## config.mk

```make
export PLATFORM = sky130hd
export DESIGN_NAME = fetch_pc_gen_flat
export DESIGN_NICKNAME = d
export VERILOG_FILES = /design/src/rtl/fetch_pc_gen_if.sv /design/src/rtl/fetch_pc_gen.sv /design/src/flat_wrapper.sv
export SDC_FILE = /design/constraint.sdc
export NUM_CORES = 1
export LEC_CHECK = 0
export CAP_MARGIN = 25
export CORE_AREA = 2 2 118 120
export DETAILED_ROUTE_END_ITERATION = 7
export DIE_AREA = 0 0 120 122
export GPL_ROUTABILITY_DRIVEN = 0
export PLACE_DENSITY_LB_ADDON = 0.2
export SLEW_MARGIN = 20
export SYNTH_ARGS = -nofsm -noshare
export SYNTH_HDL_FRONTEND = slang
export SYNTH_SLANG_ARGS = --single-unit
```

## constraint.sdc

```tcl
create_clock -name clk -period 1.8 [get_ports clk]
set_clock_uncertainty 0.05 [all_clocks]
set_input_delay 0.36 -clock clk [delete_from_list [all_inputs] [get_ports clk]]
set_output_delay 0.36 -clock clk [all_outputs]
set_load 0.05 [all_outputs]
```

## src/rtl/fetch_pc_gen_if.sv

```systemverilog
// Fetch PC generator bus: stall/redirect inputs and fetch PC/flush outputs.
// The master side drives requests; the slave side is the PC generator.
interface fetch_pc_gen_if #(
   parameter int N = 32
);
   logic         stall;
   logic         br_taken;
   logic [N-1:0] br_target;
   logic         jmp_taken;
   logic [N-1:0] jmp_target;
   logic [N-1:0] pc;
   logic         pc_valid;
   logic         flush_en;
   logic [N-1:0] flush_pc;
   logic         misalign_err;

   modport master (
      output stall, br_taken, br_target, jmp_taken, jmp_target,
      input  pc, pc_valid, flush_en, flush_pc, misalign_err
   );

   modport slave (
      input  stall, br_taken, br_target, jmp_taken, jmp_target,
      output pc, pc_valid, flush_en, flush_pc, misalign_err
   );
endinterface

```

## src/rtl/fetch_pc_gen.sv

```systemverilog
// Fetch PC generator: sequential PC, redirect arbitration and stall-pending.
// Optional target alignment check under macro PC_ALIGN_CHECK_EN.
module fetch_pc_gen #(
   parameter int           N        = 32,
   parameter logic [N-1:0] RESET_PC = '0
) (
   input  logic           clk,
   input  logic           rst_n,
   fetch_pc_gen_if.slave  bus
);
   typedef enum logic [1:0] {
      IDLE = 2'd0,
      RUN  = 2'd1,
      PEND = 2'd2
   } state_t;

   state_t       state;
   logic [N-1:0] pc_q;
   logic         valid_q;
   logic         flush_q;
   logic [N-1:0] flush_pc_q;
   logic         err_q;
   logic [N-1:0] pend_target;
   logic         pend_is_br;

   logic         req;
   logic [N-1:0] run_t;
   logic [N-1:0] pend_t;

   function automatic logic [N-1:0] align(input logic [N-1:0] t);
`ifdef PC_ALIGN_CHECK_EN
      return {t[N-1:2], 2'b00};
`else
      return t;
`endif
   endfunction

   function automatic logic misal(input logic [N-1:0] t);
`ifdef PC_ALIGN_CHECK_EN
      return |t[1:0];
`else
      return 1'b0 & t[0];
`endif
   endfunction

   assign req   = bus.br_taken | bus.jmp_taken;
   assign run_t = bus.br_taken ? bus.br_target : bus.jmp_target;

   // A held branch outranks a fresh jump; a fresh branch outranks all.
   always_comb begin
      pend_t = pend_target;
      if (bus.br_taken)
         pend_t = bus.br_target;
      else if (pend_is_br)
         pend_t = pend_target;
      else if (bus.jmp_taken)
         pend_t = bus.jmp_target;
   end

   always_ff @(posedge clk) begin
      if (!rst_n) begin
         state       <= IDLE;
         pc_q        <= RESET_PC;
         valid_q     <= 1'b0;
         flush_q     <= 1'b0;
         flush_pc_q  <= RESET_PC;
         err_q       <= 1'b0;
         pend_target <= '0;
         pend_is_br  <= 1'b0;
      end else begin
         flush_q <= 1'b0;
         err_q   <= 1'b0;
         unique case (state)
            IDLE: begin
               state   <= RUN;
               valid_q <= 1'b1;
            end
            RUN: begin
               if (req && bus.stall) begin
                  pend_target <= run_t;
                  pend_is_br  <= bus.br_taken;
                  state       <= PEND;
               end else if (req) begin
                  pc_q       <= align(run_t);
                  flush_pc_q <= align(run_t);
                  flush_q    <= 1'b1;
                  err_q      <= misal(run_t);
               end else if (!bus.stall) begin
                  pc_q <= pc_q + N'(4);
               end
            end
            PEND: begin
               if (bus.stall) begin
                  if (bus.br_taken) begin
                     pend_target <= bus.br_target;
                     pend_is_br  <= 1'b1;
                  end else if (bus.jmp_taken && !pend_is_br) begin
                     pend_target <= bus.jmp_target;
                     pend_is_br  <= 1'b0;
                  end
               end else begin
                  pc_q       <= align(pend_t);
                  flush_pc_q <= align(pend_t);
                  flush_q    <= 1'b1;
                  err_q      <= misal(pend_t);
                  state      <= RUN;
               end
            end
            default: state <= IDLE;
         endcase
      end
   end

   assign bus.pc           = pc_q;
   assign bus.pc_valid     = valid_q;
   assign bus.flush_en     = flush_q;
   assign bus.flush_pc     = flush_pc_q;
   assign bus.misalign_err = err_q;
endmodule

```

## src/flat_wrapper.sv

```systemverilog
// flat-port wrapper written by rule: the top's interface ports become plain ports
module fetch_pc_gen_flat 
#(
   parameter int           N        = 32,
   parameter logic [N-1:0] RESET_PC = '0
)
  (clk, rst_n, bus_stall, bus_br_taken, bus_br_target, bus_jmp_taken, bus_jmp_target, bus_pc, bus_pc_valid, bus_flush_en, bus_flush_pc, bus_misalign_err);
  fetch_pc_gen_if #(.N(N)) bus_i ();
  input  logic clk;
  input  logic rst_n;
  input wire logic [$bits(bus_i.stall)-1:0] bus_stall;
  input wire logic [$bits(bus_i.br_taken)-1:0] bus_br_taken;
  input wire logic [$bits(bus_i.br_target)-1:0] bus_br_target;
  input wire logic [$bits(bus_i.jmp_taken)-1:0] bus_jmp_taken;
  input wire logic [$bits(bus_i.jmp_target)-1:0] bus_jmp_target;
  output wire logic [$bits(bus_i.pc)-1:0] bus_pc;
  output wire logic [$bits(bus_i.pc_valid)-1:0] bus_pc_valid;
  output wire logic [$bits(bus_i.flush_en)-1:0] bus_flush_en;
  output wire logic [$bits(bus_i.flush_pc)-1:0] bus_flush_pc;
  output wire logic [$bits(bus_i.misalign_err)-1:0] bus_misalign_err;
  assign bus_i.stall = bus_stall;
  assign bus_i.br_taken = bus_br_taken;
  assign bus_i.br_target = bus_br_target;
  assign bus_i.jmp_taken = bus_jmp_taken;
  assign bus_i.jmp_target = bus_jmp_target;
  assign bus_pc = bus_i.pc;
  assign bus_pc_valid = bus_i.pc_valid;
  assign bus_flush_en = bus_i.flush_en;
  assign bus_flush_pc = bus_i.flush_pc;
  assign bus_misalign_err = bus_i.misalign_err;
  fetch_pc_gen #(.N(N), .RESET_PC(RESET_PC)) u_core (.clk(clk), .rst_n(rst_n), .bus(bus_i));
endmodule
```

* After elaboration in Yosys (flattened, before gate mapping)
Cells that the tools add are included.
Word-level totals: register bits after elaboration 101, bits of input ports 69, output and inout port bits 67, word-level logic and storage cells 56
Operators by class: add/subtract/negate cells 1, equal/unequal tests 9, muxes and demuxes 29, bitwise operators 1, reduce and logical (&&, ||, !) cells 9
Operators with widths (number):
- 32-bit two-way mux | 14
- 32-bit case mux with 2 select lines | 3
- 32-bit by 3-bit adder with 32-bit output (second input constant) | 1
- 4-bit AND reduction | 3
- 1-bit two-way mux | 7
- 2-bit inequality test (second input constant) | 3
- 3-bit by 2-bit inequality test with 1-bit output (second input constant) | 2
- 2-bit case mux with 3 select lines | 1
- 2-bit two-way mux | 2
- 2-bit by 1-bit inequality test with 1-bit output (second input constant) | 2
- 1-bit case mux with 2 select lines | 2
- 2-bit by 1-bit equality test with 1-bit output (second input constant) | 1
- 2-bit equality test (second input constant) | 1
- 1-bit logical AND | 2
- 2-bit zero test | 1
- 2-bit AND reduction | 1
- 2-bit nonzero test | 1
- 1-bit zero test | 1
- 1-bit OR | 1

* Longest topological paths before layout
Gate-level depths: netlist of run 1.
depth after elaboration 6, depth in mapped cells 9, gate-level depth less buffers 7

* Worst setup path after synthesis of run 1
OpenSTA, ideal clock, no wires.
path kind reg-to-reg, from register u_core.pc_q[2], in the netlist u_core.bus.pc[2], to register u_core.pc_q[26], in the netlist u_core.bus.pc[26], setup time 0.095 ns, arrival 2.043 ns, data required time 1.655 ns, slack -0.388 ns, stages on the path, launching flop included 7, buffers on the path 0, period minus slack after synthesis 2.188 ns, cells stage by stage dfxtp_1 > ha_1 > nand2_1 > nor3_2 > nand4_1 > mux2i_1 > a221oi_1
Between the ends: word-level cells in the longest chain between the ends 5
Ends and longest elaborated chain:
- start, declared | line fetch_pc_gen.sv:18 | logic [N-1:0] pc_q;
- start signal, assigned | line fetch_pc_gen.sv:84 | pc_q <= align(run_t);
- start signal, assigned | line fetch_pc_gen.sv:89 | pc_q <= pc_q + N'(4);
- start signal, assigned | line fetch_pc_gen.sv:102 | pc_q <= align(pend_t);
- 32-bit by 3-bit adder with 32-bit output | line fetch_pc_gen.sv:89
- 32-bit two-way mux | line fetch_pc_gen.sv:88 | end else if (!bus.stall) begin
- 32-bit two-way mux | line fetch_pc_gen.sv:83 | end else if (req) begin
- 32-bit two-way mux | line fetch_pc_gen.sv:79 | if (req && bus.stall) begin
- 32-bit case mux with 2 select lines | line fetch_pc_gen.sv:73 | unique case (state)
No other way between the ends. The select of a mux whose other input is x is not followed. A chain may end at the register's enable or synchronous reset.

* Worst setup path after layout of run 1
from register u_core.state[0], to register u_core.pc_q[12], in the netlist u_core.bus.pc[12]
Between the ends: word-level cells in the longest chain between the ends 3, elaborated cells between the ends (all ways) 8, classes of those cells eq/ne (5); mux (1); reduce/logical (2)
Ends and longest elaborated chain:
- start, declared | line fetch_pc_gen.sv:17 | state_t state;
- start signal, assigned | line fetch_pc_gen.sv:62 | state <= IDLE;
- start signal, assigned | line fetch_pc_gen.sv:75 | state <= RUN;
- start signal, assigned | line fetch_pc_gen.sv:82 | state <= PEND;
- 2-bit by 1-bit equality test with 1-bit output / 2-bit equality test (equally long branches) | line fetch_pc_gen.sv:73
- 3-bit by 2-bit inequality test with 1-bit output (no line), or another cell as far along
- 4-bit AND reduction (no line)
Parallel ways exist; a longest one is shown, timed or not.

==> results.txt, run 1 <==
----------------------------------------------------
[Outcome]
  Outcome ... finished with violations
  Failing checks ... setup timing

[Pwr]
  Peak supply drop ... 0.537 mV
  Static power due to leakage ... 4.10 nW
  Net switching power figure ... 2.86 mW
  Sequential fraction of design power ... 35.5%
  Switching Share ... 36.9%
  Power Total ... 7.75 mW
  Power Internal ... 4.89 mW
  Combinational Power Share ... 36.1%
  Cell Pwr Density ... 853 mW/mm^2
  Part of the power in the clock network ... 28.4%

[GRT]
  Pin count of the biggest net entering global routing ... 56
  Total congestion overflow ... 0
  Number of global-route vias before repair ... 6323
  Wire length of the first global-routing pass ... 33400 um
  Number of antenna violations at the first check in global routing ... 0
  All-layer global routing usage ... 29.0%

[Yosys]
  Flops & latches, synth ... 101
  Portion of the post-synthesis area used by sequential elements ... 33.2%
  Fraction of the mapped netlist area in simple logic gates ... 21.9%
  Number of enable flip-flop cells after synthesis ... 0
  Number of warning messages in the yosys log ... 0
  Number of instances in the synthesized netlist ... 766
  Syn Nets ... 839
  Cell area after technology mapping ... 0.00608 sq mm
  Fraction of the mapped netlist area in adder cells ... 0.823%
  Primary flip-flop cell chosen by synthesis mapping ... dfxtp_1
  Proportion of synthesized area in mux cells ... 7.49%
  Synthesized-area fraction occupied by ao, oa, aoi and oai cells ... 28.7%
  Post-synthesis cell type count ... 66
  Mean cell area of the mapped netlist ... 7.94 sq um
  Dominant combinational cell family by area after synthesis ... compound AO/OA/AOI/OAI gates
  Asr flop ratio synth ... 0%
  Post-Synth XOR/XNOR Area ... 2.45%

[Drt]
  Met3 Routed Length ... 2200 um
  DRC violation count after routing ... 0
  Via count normalized by instance count ... 6.05
  Count of routing violations after the opening detailed-route iteration ... 927
  Highest routed layer ... met4
  Length of the first detailed-routing pass in iterations ... 5
  Number of nets with antenna violations after routing ... 0
  Met1 routed wirelength after detailed routing ... 10200 um
  Total length of routed met2 wires ... 10200 um
  Detailed-route wire length per cell ... 19.9 um
  Via count ... 7046
  Drt total wl ... 23100 um

[Setup path]
  Type of origin of the critical path ... flop
  Critical-path cell list ... inv_2, ha_4, clkinvlp_4, buf_6, clkbuf_16, a311o_1, o21ai_1, a32o_1
  Crit path capture type ... flop
  Largest fanout of any net on the critical path ... 6
  Slowest CP cell ... a311o_1
  Setup CP Type ... reg2reg
  Slowest stage delay, CP ... 0.40 ns
  Data arrival time of the critical path ... 2.14 ns
  Worst EP required ... 2.05 ns

[Layout]
  Layout fillers ... 1100
  Area taken by flip-flops and latches ... 0.00207 sq mm
  Share of cells above drive strength 1 ... 31.2%
  Layout Area Growth over Synthesis ... 49.2%
  Number of inserted diodes ... 0
  Most common cell after layout, fill and taps aside ... buf_4
  Area occupied by multi-input gates ... 0.00401 sq mm
  Finished Layout Cells ... 1164
  Post-layout net count ... 1052
  Top library cells by usage in the layout, fill and taps aside ... buf_4, nand2_1, dfxtp_1

[STA]
  RSZ-0062 raised after global routing ... yes
  Final min period ... 1.89 ns
  Setup total negative slack ... -0.178 ns
  Worst relative slew slack ... 58.5%
  Final setup violating endpoints ... 5
  Final Hold Violating Endpoints ... 0
  Maximum clock frequency ... 530 MHz
  Max Transition Viols Final ... 0
  Worst path setup slack after routing ... -0.0864 ns
  Slew at the pin closest to its max-slew limit ... 0.617 ns
  Final critical-path share of the clock period ... 105%

[Worst hold path]
  Worst min-delay path class ... in2reg

[Clock tree]
  Cell at the root of the clock tree ... clkbuf_16
  Clock insertion delay at the later pin of the skew report ... 0.36 ns
  H-tree level count ... 3
  Clock transition at the registers of the reported paths ... 0.07 ns
  Number of hold-repair buffers added at the cts stage ... 0
  Clk buf depth ... 2
  CTS Sinks ... 101
  TritonCTS clock tree ... done
  Number of buffers created by CTS ... 9

[Run]
  Maximum Capacitance Violations ... 0

[Die]
  Die area ... 0.0146 sq mm
  Chip width ... 120 um
  Starting utilization of the core area ... 45.0%
  Core ar. ... 0.0135 sq mm
  Num rows ... 43
  Count of pins on the block boundary ... 136
  Vert. Die Dim ... 122 um

[Place]
  Detailed placement HPWL ... 16100 um
  Placed cells ... 1124
  Worst slack after detailed placement ... -0.670 ns
  Number of port buffers ... 134

----------------------------------------------------
[layer usage]
metal,global-route usage (%),vias up
met5,0,-
met4,9.78,0
met3,5.62,55
met2,43.5,450
met1,41.7,3312
li1,-,3229
[state kept, by name (all words and copies together), names as in the netlist]
name,cells
u_core.pend_is_br,1
u_core.pend_target,32
u_core.bus.pc,32
u_core.bus.flush_en,1
u_core.bus.pc_valid,1
u_core.bus.flush_pc,32
u_core.state,2
[logic make-up after synthesis]
family	after synthesis
AOI/OAI and AO/OA	252
other	1
adders and majority gates	4
buffers and inverters	72
xor gates and xnor gates	17
and+or+nand+nor	274
muxes	45
DFF	101
[path summary, 6_finish.rpt]
path	start	cells after the start	endpoint	slack (ns)
setup / recovery	u_core.state[0]$_SDFFE_PN0P_	8	u_core.bus.pc[12]$_SDFFE_PN0P_	-0.09
hold / removal	rst_n	3	u_core.bus.pc[23]$_SDFFE_PN0P_	0.27
setup reg to reg	u_core.state[0]$_SDFFE_PN0P_	8	u_core.bus.pc[12]$_SDFFE_PN0P_	-0.09
hold reg to reg	u_core.bus.flush_pc[28]$_SDFFE_PN0P_	2	u_core.bus.flush_pc[28]$_SDFFE_PN0P_	0.41
[final cells by class]
cell class | count | share of cell area (%)
Tap cell | 180 | 2.48
Inverter | 10 | 0.455
Clock inverter | 7 | 1.05
Clock buffer | 9 | 2.48
Timing Repair Buffer | 263 | 26.5
Sequential cell | 101 | 22.8
Multi-Input combinational cell | 594 | 44.2
[power groups by stage]
| stage | sequential [mW] | clock [mW] | combinational (mW) |
|---|---|---|---|
| floorplan | 3.31 | 0 | 0.927 |
| global placement | 2.76 | 0 | 2.50 |
| finish | 2.75 | 2.20 | 2.80 |
| detailed placement | 2.77 | 0 | 2.54 |
| CTS | 2.72 | 2.19 | 2.58 |
| global route | 2.77 | 2.27 | 2.93 |
[Yosys cell counts (all sizes together) (2+ instances only)]
library cell	instances	area (sq um)
a211o	6	52.6
a211oi	3	22.5
a21boi	18	135
a21oi	42	210
a221oi	5	50.0
a311o	2	20.0
a311oi	8	70.1
a31oi	13	81.3
and2	4	25.0
and3	4	25.0
and3b	3	26.3
buf	34	185
clkbuf	28	105
dfxtp	101	2020
ha	4	50.1
inv	9	33.8
mux2	4	45.0
mux2i	41	410
nand2	116	443
nand2b	10	62.6
nand3	33	170
nand4	12	111
nor2	58	235
nor2b	5	31.3
nor3	19	123
nor4	6	50.0
o211a	34	340
o211ai	11	82.6
o21a	6	45.0
o21ai	76	380
o21bai	2	15.0
o221a	9	101
o22ai	4	25.0
o31ai	3	22.5
or2	2	12.5
xnor2	6	52.6
xor2	11	96.3
[through the flow]
step	cell area, sq um	utilization, %	hold slack, ns
6_report	9080	67.2	0.273
3_5_place_dp	8190	60.6	0.395
3_3_place_gp	8190	60.6	0.394
5_1_grt	9080	67.2	0.304
2_1_floorplan	6130	-	0.386
4_1_cts	8600	63.7	0.277
[worst max-delay path, delay by kind of cell, from the launching register on]
family	cells	cell delay, ns
compound gates	3	0.66
buf+inv	4	0.58
flops	1	0.33
fa+ha+maj	1	0.20
[what timing repair did]
item | CTS | global route
gates cloned | 0 | 6
buffers inserted | 1 | 17
resized for setup | 18 | 58
pin swaps | 3 | 18
endpoints found under the setup margin | 79 | 87
Power figures use the tool's default switching activity.
==> inputs of run 2 (changes only) <==
CAP_MARGIN = 15   (was 25)
CTS_CLUSTER_DIAMETER = 30   (was unset)
==> results of run 2 <==
No change in the layout: final DEF, timing and power equal those of run 1.
==> inputs of run 3 (changes only) <==
CORE_AREA = 2 2 106 134   (was 2 2 118 120)
DIE_AREA = 0 0 108 136   (was 0 0 120 122)
RECOVER_POWER = 50   (was unset)
SKIP_LAST_GASP = 1   (was unset)
==> results.txt, run 3 (synthesis results as in run 1) <==
----------------------------------------------------
[Drt]
  DRC violation count after routing ... 0 (unchanged)
  Length of the first detailed-routing pass in iterations ... 5 (unchanged)
  Via count ... 7217 (+2.4%)
  Via count normalized by instance count ... 6.12 (+1.0%)
  Detailed-route wire length per cell ... 20.9 um (+4.9%)
  Count of routing violations after the opening detailed-route iteration ... 506 (-45%)
  Number of nets with antenna violations after routing ... 0 (unchanged)
  Drt total wl ... 24600 um (+6.4%)

[Setup path]
  Data arrival time of the critical path ... 2.06 ns (-0.08 ns)
  Worst EP required ... 2.00 ns (-0.05 ns)
  Slowest CP cell ... nor3_4
  Slowest stage delay, CP ... 0.42 ns (+0.02 ns)
  Largest fanout of any net on the critical path ... 6 (unchanged)
  R2R setup slack ... -0.06 ns (+0.03 ns)
  Number of cells on the worst reg-to-reg path ... 5 (-3)
  Critical-path cell list ... nand4_4, nor3_4, nand4_1, xor2_1, a221oi_2
  Worst flop-to-flop path endpoint ... u_core.bus.pc[25]$_SDFFE_PN0P_
  Crit path capture type ... flop
  Type of origin of the critical path ... flop
  Launching point of the worst reg2reg path ... u_core.bus.pc[7]$_SDFFE_PN0P_
  Setup CP Type ... reg2reg

[Layout]
  Layout fillers ... 1115 (+1.4%)
  Share of cells above drive strength 1 ... 28.8% (-2.4 points)
  Area occupied by multi-input gates ... 0.00400 sq mm (-0.37%)
  Area taken by flip-flops and latches ... 0.00207 sq mm (+0.12%)
  Utilization after layout ... 67.2% (about the same)
  Post-layout net count ... 1072 (+1.9%)
  Top library cells by usage in the layout, fill and taps aside ... buf_4, nand2_1, dfxtp_1
  Finished Layout Cells ... 1180 (+1.4%)
  Layout Area Growth over Synthesis ... 49.3% (about the same)
  Most common cell after layout, fill and taps aside ... buf_4

[STA]
  Final Hold Violating Endpoints ... 0 (unchanged)
  Final min period ... 1.86 ns (-0.0257 ns)
  Worst relative slew slack ... 58.8% (+0.33 points)
  Final critical-path share of the clock period ... 103% (-1.4 points)
  RSZ-0062 raised after global routing ... yes
  Maximum clock frequency ... 537 MHz (+1.4%)
  Max Transition Viols Final ... 0 (unchanged)
  Worst path setup slack after routing ... -0.0607 ns (+0.0257 ns)
  Slew at the pin closest to its max-slew limit ... 0.620 ns (+0.00318 ns)
  Final setup violating endpoints ... 6 (+1)

[Die]
  Starting utilization of the core area ... 45.0% (about the same)
  Num rows ... 48 (+12%)
  Core ar. ... 0.0135 sq mm (about the same)
  Chip width ... 108 um (-10%)
  Vert. Die Dim ... 136 um (+11%)
  Count of pins on the block boundary ... 136 (unchanged)
  Die area ... 0.0147 sq mm (+0.33%)

[Outcome]
  Outcome ... finished with violations
  Failing checks ... setup timing

[Clock tree]
  Clk buf depth ... 2 (unchanged)
  Cell at the root of the clock tree ... clkbuf_16
  CTS Sinks ... 101 (unchanged)
  H-tree level count ... 3 (unchanged)
  TritonCTS clock tree ... done
  Clock insertion delay at the later pin of the skew report ... 0.35 ns (about the same)
  Number of buffers created by CTS ... 9 (unchanged)
  Clock transition at the registers of the reported paths ... 0.07 ns (about the same)

[GRT]
  Wire length of the first global-routing pass ... 35500 um (+6.3%)
  Total congestion overflow ... 0 (unchanged)
  Pin count of the biggest net entering global routing ... 57 (+1.8%)
  Number of antenna violations at the first check in global routing ... 1 (+1)
  All-layer global routing usage ... 31.4% (+2.4 points)
  Number of global-route vias before repair ... 6818 (+7.8%)

[Pwr]
  Static power due to leakage ... 4.09 nW (-0.29%)
  Peak supply drop ... 0.562 mV (+4.8%)
  Cell Pwr Density ... 852 mW/mm^2 (-0.22%)

[Run]
  Maximum Capacitance Violations ... 0 (unchanged)

[Worst hold path]
  Instance count along the most critical hold path ... 3 (unchanged)
  Destination of the worst hold path ... u_core.bus.pc[23]$_SDFFE_PN0P_
  Worst min-delay path class ... in2reg
  Critical hold path startpoint ... rst_n

[Place]
  Detailed placement HPWL ... 17300 um (+7.4%)
  Number of port buffers ... 134 (unchanged)
  Placed cells ... 1139 (+1.3%)

----------------------------------------------------
[run 3: worst max-delay path by stage]
stage | start | to | slack, ns
2_1_floorplan | u_core.bus.pc[2]$_SDFFE_PN0P_ | u_core.bus.pc[26]$_SDFFE_PN0P_ | -0.02
3_3_place_gp | bus_jmp_taken | u_core.bus.pc[3]$_SDFFE_PN0P_ | -0.64
3_5_place_dp | bus_jmp_taken | u_core.bus.pc[3]$_SDFFE_PN0P_ | -0.69
4_1_cts | u_core.state[0]$_SDFFE_PN0P_ | u_core.bus.pc[20]$_SDFFE_PN0P_ | -0.002
5_1_grt | u_core.bus.pc[7]$_SDFFE_PN0P_ | u_core.bus.pc[19]$_SDFFE_PN0P_ | -0.08
6_report | u_core.bus.pc[7]$_SDFFE_PN0P_ | u_core.bus.pc[25]$_SDFFE_PN0P_ | -0.06
[run 3: cell type report]
type / count / area share [%]
Antenna cell: 1 / 0.0275
Clock buffer: 13 / 3.10
Clock inverter: 3 / 0.441
Inverter: 10 / 0.413
Multi-Input combinational cell: 594 / 44.0
Sequential cell: 101 / 22.8
Tap cell: 175 / 2.41
Timing Repair Buffer: 283 / 26.8
[run 3: critical path: cells and delay by family, from the launching register on]
kind	cells	cell delay (ns)
flip-flops	1	0.39
XOR/XNOR	1	0.21
AO/OA/AOI/OAI	1	0.30
AND/OR/NAND/NOR	3	0.81
[run 3: power breakdown]
part	internal (mW)	switching, mW	total, mW	leakage, nW
logic	1.15	1.71	2.86	3.09
clock network	1.24	0.891	2.13	0.161
registers	2.50	0.247	2.75	0.839
total	4.89	2.85	7.74	4.09
[run 3: repair_timing]
item / in CTS / in global routing
pin swaps: 7 / 20
hold buffers: 0 / 0
cloned: 0 / 5
buffers inserted: 2 / 17
gates resized for setup: 18 / 46
endpoints found under the setup margin: 91 / 62
[run 3: per-layer routing]
metal	up-vias	share of wire, %	global-route usage, %
met5	-	0	0
met4	0	7.7	23.0
met3	111	7.1	4.31
met2	419	49	54.1
met1	3416	36	35.1
li1	3271	-	-
[run 3: metrics by stage]
stage	area [sq um]	setup TNS [ns]	hold slack [ns]	worst slack, ns	power, mW
global placement	8390	-39.27	0.395	-0.642	5.41
CTS	8800	-0.00225	0.357	-0.00225	7.57
finish	9080	-0.141	0.369	-0.0607	7.74
detailed placement	8390	-44.79	0.399	-0.686	5.45
floorplan	6130	-0.0214	0.386	-0.0214	4.24
global route	9080	-0.491	0.375	-0.0780	7.99
